$ cat src/rtl/rc_tdc_scan_if.sv
// Control and result-stream bundle for rc_tdc_scan.
// The converter drives the master side; the consumer or sequencer drives the slave side.
interface rc_tdc_scan_if #(
    parameter int CHANNELS = 4,
    parameter int CNT_W    = 24
);
    localparam int CH_W = (CHANNELS > 1) ? $clog2(CHANNELS) : 1;

    logic                start;
    logic                continuous;
    logic [CHANNELS-1:0] chan_en;
    logic                busy;
    logic                sweep_done;

    // Result stream: a word moves on any rising clk edge with result_valid && result_ready.
    // Once result_valid is high, it and every result_* field hold until that edge.
    // result_valid never depends on result_ready.
    logic                result_valid;
    logic                result_ready;
    logic [CNT_W-1:0]    result_count;
    logic [CH_W-1:0]     result_chan;
    logic [1:0]          result_status;

    modport master (
        input  start, continuous, chan_en, result_ready,
        output busy, sweep_done, result_valid, result_count, result_chan, result_status
    );

    modport slave (
        output start, continuous, chan_en, result_ready,
        input  busy, sweep_done, result_valid, result_count, result_chan, result_status
    );
endinterface

$ cat src/rtl/rc_tdc_scan.sv
// Multi-channel RC time-to-digital converter: charge each enabled channel in turn, count cycles
// to threshold, enforce a discharge interval and stream one raw count per channel.
module rc_tdc_scan #(
    parameter int               CHANNELS         = 4,
    parameter int               CNT_W            = 24,
    parameter logic [CNT_W-1:0] MAX_COUNT        = {CNT_W{1'b1}},
    parameter int               DISCHARGE_CYCLES = 1024,
    parameter int               SYNC_STAGES      = 2
) (
    input  logic                 clk,
    input  logic                 reset,
    rc_tdc_scan_if.master        bus,
    input  logic [CHANNELS-1:0]  step_in,
    output logic [CHANNELS-1:0]  step_out,
    output logic [1:0]           state_dbg
);
    localparam int CH_W  = (CHANNELS > 1) ? $clog2(CHANNELS) : 1;
    localparam int DIS_W = $clog2(DISCHARGE_CYCLES + 1);
    localparam logic [DIS_W-1:0] DIS_LAST = DIS_W'(DISCHARGE_CYCLES);

    localparam logic [1:0] S_IDLE      = 2'd0;
    localparam logic [1:0] S_CHARGE    = 2'd1;
    localparam logic [1:0] S_DISCHARGE = 2'd2;
    localparam logic [1:0] S_HOLD      = 2'd3;

    localparam logic [1:0] ST_OK      = 2'b00;
    localparam logic [1:0] ST_TIMEOUT = 2'b01;
    localparam logic [1:0] ST_STUCK   = 2'b10;

    logic [1:0]          state_q;
    logic [CH_W-1:0]     ch_q;
    logic [CHANNELS-1:0] mask_q;
    logic [CNT_W-1:0]    cnt_q;
    logic [DIS_W-1:0]    dis_q;
    logic                done_q;
    logic                valid_q;
    logic [CNT_W-1:0]    res_count_q;
    logic [CH_W-1:0]     res_chan_q;
    logic [1:0]          res_status_q;

    logic [SYNC_STAGES-1:0] sync_q [CHANNELS];

    logic [CH_W:0]   first_start;
    logic [CH_W:0]   first_mask;
    logic [CH_W:0]   next_mask;
    logic            sync_sel;
    logic            consumed;
    logic [1:0]      adv_state;
    logic [CH_W-1:0] adv_ch;
    logic            adv_done;

    // Returns {found, index} of the lowest set bit of m strictly above position 'above'.
    function automatic logic [CH_W:0] lowest_set(input logic [CHANNELS-1:0] m, input int above);
        logic [CH_W:0] r;
        r = '0;
        for (int i = CHANNELS - 1; i >= 0; i--) begin
            if (m[i] && (i > above)) r = {1'b1, CH_W'(i)};
        end
        return r;
    endfunction

    // Free-running synchronisers on every pad; only the selected channel is consulted.
    always_ff @(posedge clk or posedge reset) begin
        if (reset) begin
            for (int i = 0; i < CHANNELS; i++) sync_q[i] <= '0;
        end else begin
            for (int i = 0; i < CHANNELS; i++)
                sync_q[i] <= {sync_q[i][SYNC_STAGES-2:0], step_in[i]};
        end
    end

    always_comb begin
        first_start = lowest_set(bus.chan_en, -1);
        first_mask  = lowest_set(mask_q, -1);
        next_mask   = lowest_set(mask_q, int'(ch_q));
        sync_sel    = 1'b0;
        for (int i = 0; i < CHANNELS; i++) begin
            if (int'(ch_q) == i) sync_sel = sync_q[i][SYNC_STAGES-1];
        end
        // A result transferring on this edge counts as consumed, so the next charge can begin.
        consumed = !valid_q || bus.result_ready;
    end

    // Where the sweep goes once the current channel is finished and its result is taken.
    always_comb begin
        adv_state = S_IDLE;
        adv_ch    = ch_q;
        adv_done  = 1'b0;
        if (next_mask[CH_W]) begin
            adv_state = S_CHARGE;
            adv_ch    = next_mask[CH_W-1:0];
        end else begin
            adv_done = 1'b1;
            if (bus.continuous) begin
                adv_state = S_CHARGE;
                adv_ch    = first_mask[CH_W-1:0];
            end
        end
    end

    always_ff @(posedge clk or posedge reset) begin
        if (reset) begin
            state_q      <= S_IDLE;
            ch_q         <= '0;
            mask_q       <= '0;
            cnt_q        <= '0;
            dis_q        <= '0;
            done_q       <= 1'b0;
            valid_q      <= 1'b0;
            res_count_q  <= '0;
            res_chan_q   <= '0;
            res_status_q <= ST_OK;
        end else begin
            done_q <= 1'b0;
            if (valid_q && bus.result_ready) valid_q <= 1'b0;

            case (state_q)
                S_IDLE: begin
                    // done_q marks the final busy cycle of a sweep; a start there is ignored.
                    if (bus.start && !done_q && first_start[CH_W]) begin
                        mask_q  <= bus.chan_en;
                        ch_q    <= first_start[CH_W-1:0];
                        cnt_q   <= '0;
                        state_q <= S_CHARGE;
                    end
                end

                S_CHARGE: begin
                    if (sync_sel || (cnt_q == MAX_COUNT)) begin
                        res_count_q  <= cnt_q;
                        res_chan_q   <= ch_q;
                        res_status_q <= !sync_sel ? ST_TIMEOUT :
                                        (cnt_q == '0) ? ST_STUCK : ST_OK;
                        valid_q      <= 1'b1;
                        dis_q        <= '0;
                        state_q      <= S_DISCHARGE;
                    end else begin
                        cnt_q <= cnt_q + CNT_W'(1);
                    end
                end

                S_DISCHARGE: begin
                    if (dis_q == DIS_LAST) begin
                        if (consumed) begin
                            state_q <= adv_state;
                            ch_q    <= adv_ch;
                            cnt_q   <= '0;
                            done_q  <= adv_done;
                        end else begin
                            state_q <= S_HOLD;
                        end
                    end else begin
                        dis_q <= dis_q + DIS_W'(1);
                    end
                end

                default: begin
                    if (consumed) begin
                        state_q <= adv_state;
                        ch_q    <= adv_ch;
                        cnt_q   <= '0;
                        done_q  <= adv_done;
                    end
                end
            endcase
        end
    end

    // Decoded from registers, so an asynchronous reset releases the pads at once.
    always_comb begin
        step_out = '0;
        for (int i = 0; i < CHANNELS; i++) begin
            step_out[i] = (state_q == S_CHARGE) && (int'(ch_q) == i);
        end
    end

    assign bus.busy          = (state_q != S_IDLE) || done_q;
    assign bus.sweep_done    = done_q;
    assign bus.result_valid  = valid_q;
    assign bus.result_count  = res_count_q;
    assign bus.result_chan   = res_chan_q;
    assign bus.result_status = res_status_q;
    assign state_dbg         = state_q;
endmodule
$ cat src/flat_wrapper.sv
// flat-port wrapper written by rule: the top's interface ports become plain ports
module rc_tdc_scan_flat 
#(
    parameter int               CHANNELS         = 4,
    parameter int               CNT_W            = 24,
    parameter logic [CNT_W-1:0] MAX_COUNT        = {CNT_W{1'b1}},
    parameter int               DISCHARGE_CYCLES = 1024,
    parameter int               SYNC_STAGES      = 2
)
  (clk, reset, step_in, step_out, state_dbg, bus_start, bus_continuous, bus_chan_en, bus_result_ready, bus_busy, bus_sweep_done, bus_result_valid, bus_result_count, bus_result_chan, bus_result_status);
  rc_tdc_scan_if #(.CHANNELS(CHANNELS), .CNT_W(CNT_W)) bus_i ();
  input  logic clk;
  input  logic reset;
  input  logic [CHANNELS-1:0] step_in;
  output logic [CHANNELS-1:0] step_out;
  output logic [1:0] state_dbg;
  input wire logic [$bits(bus_i.start)-1:0] bus_start;
  input wire logic [$bits(bus_i.continuous)-1:0] bus_continuous;
  input wire logic [$bits(bus_i.chan_en)-1:0] bus_chan_en;
  input wire logic [$bits(bus_i.result_ready)-1:0] bus_result_ready;
  output wire logic [$bits(bus_i.busy)-1:0] bus_busy;
  output wire logic [$bits(bus_i.sweep_done)-1:0] bus_sweep_done;
  output wire logic [$bits(bus_i.result_valid)-1:0] bus_result_valid;
  output wire logic [$bits(bus_i.result_count)-1:0] bus_result_count;
  output wire logic [$bits(bus_i.result_chan)-1:0] bus_result_chan;
  output wire logic [$bits(bus_i.result_status)-1:0] bus_result_status;
  assign bus_i.start = bus_start;
  assign bus_i.continuous = bus_continuous;
  assign bus_i.chan_en = bus_chan_en;
  assign bus_i.result_ready = bus_result_ready;
  assign bus_busy = bus_i.busy;
  assign bus_sweep_done = bus_i.sweep_done;
  assign bus_result_valid = bus_i.result_valid;
  assign bus_result_count = bus_i.result_count;
  assign bus_result_chan = bus_i.result_chan;
  assign bus_result_status = bus_i.result_status;
  rc_tdc_scan #(.CHANNELS(CHANNELS), .CNT_W(CNT_W), .MAX_COUNT(MAX_COUNT), .DISCHARGE_CYCLES(DISCHARGE_CYCLES), .SYNC_STAGES(SYNC_STAGES)) u_core (.clk(clk), .reset(reset), .bus(bus_i), .step_in(step_in), .step_out(step_out), .state_dbg(state_dbg));
endmodule
$ cat config.mk
export PLATFORM = sky130hd
export DESIGN_NAME = rc_tdc_scan_flat
export DESIGN_NICKNAME = d
export VERILOG_FILES = /design/src/rtl/rc_tdc_scan_if.sv /design/src/rtl/rc_tdc_scan.sv /design/src/flat_wrapper.sv
export SDC_FILE = /design/constraint.sdc
export NUM_CORES = 1
export LEC_CHECK = 0
export ABC_AREA = 1
export BUFFER_PORTS_ARGS = -buffer_cell sky130_fd_sc_hd__buf_2
export CORE_AREA = 2 2 97 99
export CTS_CLUSTER_SIZE = 20
export DETAILED_ROUTE_END_ITERATION = 10
export DIE_AREA = 0 0 99 101
export GPL_TIMING_DRIVEN = 0
export PLACE_DENSITY_LB_ADDON = 0.3
export SYNTH_ARGS = -nofsm -noshare
export SYNTH_HDL_FRONTEND = slang
export SYNTH_SLANG_ARGS = --single-unit
$ cat constraint.sdc
create_clock -name clk -period 2.57 [get_ports clk]
set_input_delay 0.514 -clock clk [delete_from_list [all_inputs] [get_ports clk]]
set_output_delay 0.514 -clock clk [all_outputs]
set_load 0.005 [all_outputs]
==> flow_summary.ini <==
[outcome]
outcome = finished, final reports clean

[yosys]
synth_nets = 656
syn-cell-area_sq_um = 4620
synth_xor_area_frac = 0.0114
synthArstFlopShare = 1.00
yosysSeqAreaShare = 0.439
synth_compound_area_frac = 0.0772
synth-edff-count = 0
yosys-top-cells-count = nand2_1 (224), nor2_1 (84), dfrtp_1 (81), inv_1 (60), nand3_1 (47)
synthMuxAreaShare = 0
synth_cell_types = 28
synth_fa_ha_area_frac = 0.0217
yosys-top-cells-area = dfrtp_1 (44%), nand2_1 (18%), nor2_1 (6.8%)
ys.flop_type = dfrtp_1
synth_simple_gate_area_frac = 0.371
avgSynthCellArea_sq_um = 7.28
yosys.area.top_type = dfrtp_1
synth_top_family_by_area = simple AND/OR/NAND/NOR gates
synth-seq-cells = 81
yosys.area.top_type_share = 0.439
ys.warnings.count = 0
synthCells = 635
synth.most_common_cell = nand2_1

[sta]
worst_slew_margin_rel = 0.578
rsz0062_at_grt = false
tightest_slew_ps = 631
setup_viol = 0
setup_ws_ps = 271
timing_hold_violations_final = 0
setup_tns_ps = 0
finalCritPeriodShare = 0.895
fin_skew_ps = 14.3
min_period_ps = 2300
fmax_mhz = 435
final_max_slew_viol_count = 0

[layout]
final.fill_count = 848
antenna_cells = 0
nNetsFinal = 717
drive_above_1_share = 0.174
fin_cells = 812
area_growth_pct = 13.8

[routing]
firstDrtPassIters = 8
dr_total_vias = 4217
drtIter0Drc = 259
antenna_left = 0
drcViolationCount = 0
wire_per_inst_microns = 13.7
routed_via_density = 5.19
postRouteWirelength_microns = 11100

[floorplan]
die_area_sq_um = 10000
die_w_microns = 99
fp.coreArea_sq_um = 8980
die_y_microns = 101
io_pins = 50
start_util = 0.515
rows = 35

[critical_path]
r2r-start = u_core.cnt_q[1]
timing.rr.end = u_core.dis_q[0]
rr_worst_depth = 11
cpPeakStageDelay_ps = 430
cp_data_arrival_time_ps = 1790
cp_max_fo = 19
start_kind = flip-flop
crit_required_ps = 2060
cp_top_family = buffers and inverters
path_cells = inv_1, ha_1, buf_2, inv_2, nor2_1, buf_2
r2r_slack_ps = 420
path_class = reg -> out
crit_top_cell = buf_2
end_kind = output port
slowest_stage = dfrtp_1
cp_num_buf_inv = 4

[cts]
numCtsBuffers = 9
cts_sinks = 81
clock_path_buffers = 2
cts.reportedPaths.clkPinSlew_ps = 90
h-tree-depth = 3
post_cts_buffers = 0
holdBufCountCts = 0
cts_tree = done
cts_root_buffer = clkbuf_8
clk_latency_ps = 360

[placement]
portBuffers = 49
place_inst = 797
place_ws_ps = 270
dp_hpwl_microns = 8530
place_congestion = 0.911

[global_routing]
grt_overflow = 0
antenna_found_initial = 0
grt_pass1_vias = 3979
track_usage = 0.236
grt_max_degree = 31
grt_pass1_wl_microns = 18800

[power_and_ir_drop]
ir_drop_mv = 0.559
cellLeakagePower_nw = 2.55
p_total_mw = 4.37
p_per_area_nw_per_um2 = 831

[min_path]
hold_path_class = in -> async

[run]
cap_violations = 0
metal layers:
metal	share of wire	wire length, microns	global-route usage	up-vias
li1	-	-	-	2112
met1	0.45	5040	0.312	1947
met2	0.48	5300	0.396	141
met3	0.052	576	0.0444	17
met4	0.017	193	0.0695	0
met5	0	0	0	-
final cells by class:
type / instances / area [sq um] / share of cell area
timing repair buffer: 51 / 285 / 0.0542
buffer: 17 / 130 / 0.0247
clock buffer: 11 / 151 / 0.0288
multi-input combinational: 473 / 2220 / 0.423
inverter: 63 / 240 / 0.0457
sequential: 81 / 2030 / 0.385
clock inverter: 5 / 63.8 / 0.0121
tap: 111 / 139 / 0.0264
cell usage in the layout, fill, tap and decap left out, types with 2 or more instances in the layout:
cell,n
a21oi_1,5
buf_12,2
buf_2,54
buf_4,2
buf_6,7
clkbuf_1,2
clkbuf_8,11
clkinv_4,3
clkinvlp_4,2
dfrtp_1,81
ha_1,8
inv_1,59
inv_2,3
nand2_1,224
nand2_2,5
nand2_4,2
nand3_1,47
nand3_2,7
nand3b_1,2
nand4_1,13
nor2_1,84
nor2_2,3
nor2_4,2
nor3_1,10
o21ai_0,20
o21ai_1,15
o21ai_2,16
or2_2,2
xor2_1,6
cells by family (layout without fill, tap and decap cells):
group | count (synthesis) | after routing
AO/OA/AOI/OAI | 58 | 58
AND/OR/NAND/NOR | 401 | 401
buffers and inverters | 81 | 147
flip-flops | 81 | 81
adder cells (fa/ha/maj) | 8 | 8
XOR/XNOR | 6 | 6
metrics by stage:
stage          utilization  instance area, sq um  hold WS [ps]
4_1_cts              0.586                  5260           238
5_1_grt              0.586                  5260           233
6_report             0.586                  5260           220
3_3_place_gp         0.558                  5010           333
2_1_floorplan            -                  4630           331
3_5_place_dp         0.563                  5050           342
flip-flops by register name (all words and copies together) (netlist names):
name / cells
u_core.bus.sweep_done: 1
u_core.bus.result_count: 24
u_core.bus.result_valid: 1
u_core.mask_q: 4
u_core.cnt_q: 24
u_core.sync_q: 8
u_core.bus.result_chan: 2
u_core.ch_q: 2
u_core.dis_q: 11
u_core.bus.result_status: 2
u_core.state_dbg: 2
what timing repair did:
action	CTS	global route
endpoints found under the hold margin	0	0
gates resized for setup	0	0
setup endpoints to repair	4	0
report_power, final:
part	internal [mW]	switching (mW)
sequential	1.41	0.124
combinational	0.583	1.26
clock	0.507	0.482
total	2.50	1.87
worst max path at each step:
stage               depth (start not counted)  slack, ps          end                start
floorplan                                   6        760  step_out[0]  u_core.state_dbg[1]
global placement                            7        310  step_out[0]  u_core.state_dbg[1]
detailed placement                          7        270  step_out[3]  u_core.state_dbg[1]
CTS                                         6        260  step_out[2]  u_core.state_dbg[1]
global route                                6        150  step_out[3]  u_core.state_dbg[1]
finish                                      6        270  step_out[3]  u_core.state_dbg[1]
Power figures use the tool's default switching activity.
